File: src/rtl/traffic_pkg.sv
// Shared state encoding and constant helpers for the N-approach traffic-light controller.
package traffic_pkg;

  typedef enum logic [1:0] {
    TL_ALLRED = 2'd0,
    TL_GREEN  = 2'd1,
    TL_YELLOW = 2'd2
  } tl_state_e;

  function automatic int tl_max(input int a, input int b);
    return (a > b) ? a : b;
  endfunction

endpackage

File: src/rtl/rr_next_way.sv
// Round-robin search for the next demanding approach after cur_way, wrapping to cur_way itself.
// Purely combinational; no backpressure (level inputs in, index out).
module rr_next_way #(
  parameter  int N_WAYS = 4,
  localparam int WAY_W  = $clog2(N_WAYS)
) (
  input  logic [N_WAYS-1:0] req,
  input  logic [WAY_W-1:0]  cur_way,
  output logic [WAY_W-1:0]  next_way,
  output logic              any
);

  logic             hi_found;
  logic             lo_found;
  logic [WAY_W-1:0] hi_way;
  logic [WAY_W-1:0] lo_way;

  // Lowest set index above cur_way wins; otherwise lowest set index at or below it.
  always_comb begin
    hi_found = 1'b0;
    lo_found = 1'b0;
    hi_way   = '0;
    lo_way   = '0;
    for (int i = 0; i < N_WAYS; i++) begin
      if (req[i] && !hi_found && (i > int'(cur_way))) begin
        hi_found = 1'b1;
        hi_way   = WAY_W'(i);
      end
      if (req[i] && !lo_found && (i <= int'(cur_way))) begin
        lo_found = 1'b1;
        lo_way   = WAY_W'(i);
      end
    end
    any      = |req;
    next_way = hi_found ? hi_way : (lo_found ? lo_way : cur_way);
  end

endmodule

File: src/rtl/traffic_light_nway.sv
// N-approach traffic-light controller: round-robin green with min/max, gap-out, yellow, all-red, pre-emption.
// Lamps are a Moore decode of registered state; a decision made at an edge is visible right after it.
// No backpressure: req/emg inputs are level-sampled every cycle, nothing is ever held off.
module traffic_light_nway
  import traffic_pkg::*;
#(
  parameter  int N_WAYS     = 4,
  parameter  int GREEN_MIN  = 8,
  parameter  int GREEN_MAX  = 32,
  parameter  int YELLOW_CYC = 3,
  parameter  int ALLRED_CYC = 2,
  localparam int WAY_W      = $clog2(N_WAYS)
) (
  input  logic              clk,
  input  logic              rst,
  input  logic [N_WAYS-1:0] req,
  input  logic              emg_valid,
  input  logic [WAY_W-1:0]  emg_way,
  output logic [N_WAYS-1:0] green,
  output logic [N_WAYS-1:0] yellow,
  output logic [N_WAYS-1:0] red,
  output logic [WAY_W-1:0]  cur_way,
  output logic              grant_strb
);

  if (N_WAYS < 2) begin : g_bad_n_ways
    $fatal(1, "traffic_light_nway: N_WAYS must be >= 2");
  end
  if (GREEN_MIN < 1) begin : g_bad_green_min
    $fatal(1, "traffic_light_nway: GREEN_MIN must be >= 1");
  end
  if (GREEN_MAX < GREEN_MIN) begin : g_bad_green_max
    $fatal(1, "traffic_light_nway: GREEN_MAX must be >= GREEN_MIN");
  end
  if (YELLOW_CYC < 1) begin : g_bad_yellow
    $fatal(1, "traffic_light_nway: YELLOW_CYC must be >= 1");
  end
  if (ALLRED_CYC < 1) begin : g_bad_allred
    $fatal(1, "traffic_light_nway: ALLRED_CYC must be >= 1");
  end

  localparam int TMR_W = $clog2(tl_max(YELLOW_CYC, ALLRED_CYC) + 1);
  localparam int CNT_W = $clog2(GREEN_MAX + 1);

  localparam logic [TMR_W-1:0] T_ALLRED = TMR_W'(ALLRED_CYC - 1);
  localparam logic [TMR_W-1:0] T_YELLOW = TMR_W'(YELLOW_CYC - 1);
  localparam logic [CNT_W-1:0] G_MIN_M1 = CNT_W'(GREEN_MIN - 1);
  localparam logic [CNT_W-1:0] G_MAX_M1 = CNT_W'(GREEN_MAX - 1);

  tl_state_e        state, state_nx;
  logic [TMR_W-1:0] timer, timer_nx;
  logic [CNT_W-1:0] g_cnt, g_cnt_nx;
  logic [WAY_W-1:0] cur_way_nx;
  logic             grant_nx;

  logic [N_WAYS-1:0] cur_oh;
  logic              others;
  logic              own;
  logic              emg_ok;
  logic              green_exit;
  logic [WAY_W-1:0]  rr_way;
  logic              rr_any;

  // With a power-of-two N_WAYS every emg_way encoding is a real approach.
  if ((1 << WAY_W) == N_WAYS) begin : g_emg_full
    assign emg_ok = emg_valid;
  end else begin : g_emg_range
    assign emg_ok = emg_valid && (emg_way < WAY_W'(N_WAYS));
  end

  assign cur_oh = N_WAYS'(1) << cur_way;
  assign others = |(req & ~cur_oh);
  assign own    = |(req & cur_oh);

  rr_next_way #(
    .N_WAYS(N_WAYS)
  ) u_rr (
    .req     (req),
    .cur_way (cur_way),
    .next_way(rr_way),
    .any     (rr_any)
  );

  // Emergency toward another way forces exit; emergency toward the owner pins green.
  always_comb begin
    green_exit = 1'b0;
    if (emg_ok) begin
      green_exit = (emg_way != cur_way);
    end else begin
      green_exit = (g_cnt >= G_MIN_M1) && others && (!own || (g_cnt == G_MAX_M1));
    end
  end

  always_ff @(posedge clk or posedge rst) begin
    if (rst) begin
      state      <= TL_ALLRED;
      timer      <= T_ALLRED;
      g_cnt      <= '0;
      cur_way    <= '0;
      grant_strb <= 1'b0;
    end else begin
      state      <= state_nx;
      timer      <= timer_nx;
      g_cnt      <= g_cnt_nx;
      cur_way    <= cur_way_nx;
      grant_strb <= grant_nx;
    end
  end

  always_comb begin
    state_nx   = state;
    timer_nx   = timer;
    g_cnt_nx   = g_cnt;
    cur_way_nx = cur_way;
    grant_nx   = 1'b0;
    case (state)
      TL_ALLRED: begin
        if (timer == '0) begin
          state_nx   = TL_GREEN;
          g_cnt_nx   = '0;
          grant_nx   = 1'b1;
          cur_way_nx = emg_ok ? emg_way : (rr_any ? rr_way : cur_way);
        end else begin
          timer_nx = timer - 1'b1;
        end
      end
      TL_GREEN: begin
        if (g_cnt != G_MAX_M1) begin
          g_cnt_nx = g_cnt + 1'b1;
        end
        if (green_exit) begin
          state_nx = TL_YELLOW;
          timer_nx = T_YELLOW;
        end
      end
      TL_YELLOW: begin
        if (timer == '0) begin
          state_nx = TL_ALLRED;
          timer_nx = T_ALLRED;
        end else begin
          timer_nx = timer - 1'b1;
        end
      end
      default: begin
        state_nx = TL_ALLRED;
        timer_nx = T_ALLRED;
      end
    endcase
  end

  assign green  = (state == TL_GREEN)  ? cur_oh : '0;
  assign yellow = (state == TL_YELLOW) ? cur_oh : '0;
  assign red    = ~(green | yellow);

endmodule
File: config.mk
export PLATFORM = sky130hd
export DESIGN_NAME = traffic_light_nway
export DESIGN_NICKNAME = d
export VERILOG_FILES = /design/src/rtl/traffic_pkg.sv /design/src/rtl/rr_next_way.sv /design/src/rtl/traffic_light_nway.sv
export SDC_FILE = /design/constraint.sdc
export NUM_CORES = 1
export LEC_CHECK = 0
export ABC_CLOCK_PERIOD_IN_PS = 1950
export CORE_MARGIN = 1
export CORE_UTILIZATION = 47
export CTS_CLUSTER_SIZE = 14
export DETAILED_ROUTE_END_ITERATION = 7
export MAX_ROUTING_LAYER = met4
export PLACE_DENSITY = 0.86
export SKIP_LAST_GASP = 1
export SLEW_MARGIN = 20
export SYNTH_ARGS = -nofsm -noshare
export SYNTH_HDL_FRONTEND = slang
export SYNTH_SLANG_ARGS = --single-unit
File: constraint.sdc
create_clock -name clk -period 1.95 [get_ports clk]
set_input_delay 0.195 -clock clk [delete_from_list [all_inputs] [get_ports clk]]
set_output_delay 0.195 -clock clk [all_outputs]
set_load 0.1 [all_outputs]
==> results.py <==
metrics = {
    "clocking": {
        "ctsResizeCount": 0,
        "cts-root-buf": "clkbuf_4",
        "cts_buffer_depth": 2,
        "cts_buffers": 3,
        "htree_levels": 1,
        "holdBufCountCts": 0,
        "cts.clk_slew.worst_paths_ns": 0.09,
        "clkLatencyLatePin_ns": 0.28,
        "cts_tree": "built",
        "cts_setup_buffers": 0,
        "cts_sinks": 13,
    },
    "floorplanning": {
        "start_util": 0.520,
        "coreArea_mm2": 0.00178,
        "dieArea_mm2": 0.00215,
        "dieHeight_um": 46.4,
        "die_w_um": 46.4,
        "io_pins": 24,
        "rows": 15,
    },
    "yosys": {
        "syn_area_per_cell_um2": 8.58,
        "netlist_instances": 108,
        "yosys_warnings": 0,
        "synth_top_area_cell": "dfrtp_1",
        "synth-xor-area-share": 0.0472,
        "ys_seq_area_frac": 0.352,
        "yosys-top-cells-count": "18 x nor2_1, 12 x dfrtp_1, 7 x inv_1",
        "synth-edff-count": 0,
        "synth_top_family_by_area": "simple AND/OR/NAND/NOR gates",
        "synthMuxAreaShare": 0.0459,
        "synth-adder-area-share": 0.0405,
        "ys_ff_latch": 13,
        "synth_compound_area_frac": 0.223,
        "synth_top_area_frac": 0.324,
        "synth_area_leaders": "dfrtp_1 32%, nor2_1 7.3%, ha_1 4.0%",
        "yosys.area_share.simple": 0.252,
        "syn_nets": 120,
        "syn-cell-area_um2": 927,
        "synth-main-ff-cell": "dfrtp_1",
        "synth.most_common_cell": "nor2_1",
        "async_flop_share": 1.00,
        "synth.distinct_cells": 40,
    },
    "routing": {
        "dr.max_layer_used": "met4",
        "viasPerCell": 5.88,
        "drt_first_iter_violations": 20,
        "wl_met3_um": 98,
        "drc": 0,
        "met2_length_um": 1360,
        "ant_nets": 0,
        "wl_per_cell_um": 15.3,
        "wl_met1_um": 987,
        "dr_total_vias": 953,
        "wl_um": 2480,
        "first_pass_iters": 4,
    },
    "worst_setup_path": {
        "crit_path_start_kind": "flop",
        "path_max_fanout": 8,
        "cp_data_arrival_time_ns": 1.70,
        "worstSetupPathType": "flop to primary output",
        "worst-endpoint-required_ns": 1.75,
        "worstRegToRegCells": 5,
        "critPathCaptureType": "primary output",
    },
    "timing": {
        "setup_viol": 0,
        "period_needed_ns": 1.90,
        "hold_viol": 0,
        "worstMarginPinSlew_ns": 0.474,
        "fmaxAchievable_ghz": 0.527,
        "maxSlewHeadroom": 0.683,
        "fin_crit_sh": 0.973,
        "fin_worst_hold_slack_ns": 0.217,
        "skew_ns": 0.0129,
        "finalMaxSlewViolations": 0,
        "fin_tns_setup_ns": 0,
        "rsz0062_at_grt": "true",
    },
    "cells_and_area": {
        "final_cell_area_mm2": 0.00146,
        "final_layout_size_suffix_gt1_frac": 0.314,
        "fill_cells": 110,
        "diodes": 0,
        "area_delta_synth_final_pct": 57.8,
        "fin_nets": 150,
    },
    "placed_design": {
        "port_buffers": 23,
        "dpl-instance-area_mm2": 0.00143,
        "dp.final_hpwl_um": 1950,
        "globalplace.congestion": 0.795,
    },
    "grt": {
        "grt_pass1_wl_um": 3820,
        "antenna_found_initial": 0,
        "track_usage": 0.265,
        "grt_pass1_vias": 882,
        "grt_remaining_overflow": 0,
        "grt_max_degree": 15,
    },
    "pwr": {
        "leakagePower_uw": 0.000613,
        "vdd_drop_max_v": 0.00114,
        "powerDensity_mw_per_mm2": 1640,
    },
    "min_path": {
        "hold_class": "input pin to async pin",
    },
    "outcome": {
        "status": "finished, final reports clean",
    },
    "run": {
        "maxCapViolCount": 0,
    },
}
## sequential cells by signal, summed over array words and instances (netlist names)
| register | cells |
|---|---|
| grant_strb | 1 |
| timer | 2 |
| state | 2 |
| g_cnt | 6 |
| cur_way | 2 |
## report_power, final
part           internal (uW)  switching [uW]
Sequential               389             185
Combinational            564            1090
Clock                   79.4            89.1
Total                   1030            1370
## final timing paths
kind / startpoint / to / slack [ns]
max: state[0] / red[0] / 0.05
min: rst / state[0] / 0.22
max reg2reg: g_cnt[0] / timer[1] / 0.14
min reg2reg: g_cnt[0] / g_cnt[0] / 0.56
max in group asynchronous: rst / cur_way[0] / 1.36
min in group clk: g_cnt[0] / g_cnt[0] / 0.56
## logic make-up (layout without fill, tap and decap cells)
logic type                 after synthesis  after routing
AOI/OAI and AO/OA                       28             28
xor gates and xnor gates                 5              5
adders and majority gates                3              3
buffers and inverters                    9             38
DFF                                     13             13
muxes                                    3              3
and+or+nand+nor                         47             47
## metrics by stage
step	setup WS [ns]	instances	util	power, uW
global route	-0.0174	162	0.820	2510
global placement	0.137	158	0.801	2140
CTS	0.0240	162	0.816	2390
floorplan	-0.249	108	-	1760
finish	0.0526	162	0.820	2400
detailed placement	0.0557	158	0.801	2220
## layer usage
metal | up-vias | GRT usage
met5 | - | -
met2 | 35 | 0.456
met1 | 464 | 0.299
met3 | 4 | 0.0745
met4 | 0 | 0.0647
li1 | 450 | -
## critical path, stage by stage, from the launching register on
cell,delay (ns)
dfrtp_1,0.48
nand2b_1,0.38
nor3_4,0.31
nor2_4,0.07
buf_12,0.17
## final cells by class
type	instances	area, um2	share of cell area
well taps	25	31.3	0.0214
repair buffers	27	373	0.255
clock buffers	4	26.3	0.0180
multi-input cells	86	672	0.459
inverters	7	26.3	0.0180
flip-flops and latches	13	334	0.228
## layout by cell type, fill, tap and decap left out, types with 3 or more instances in the layout
cell,netlist,final
o21ai_1,3,3
nand3_1,3,3
nand2_1,5,5
ha_1,3,3
dfrtp_1,12,10
buf_12,0,12
inv_1,7,7
nand2b_1,6,4
clkdlybuf4s50_1,0,8
nor2_1,18,8
xor2_1,3,3
buf_4,0,7
nor2_4,0,10
clkbuf_4,0,3
o21ai_0,4,4
Power figures use the tool's default switching activity.
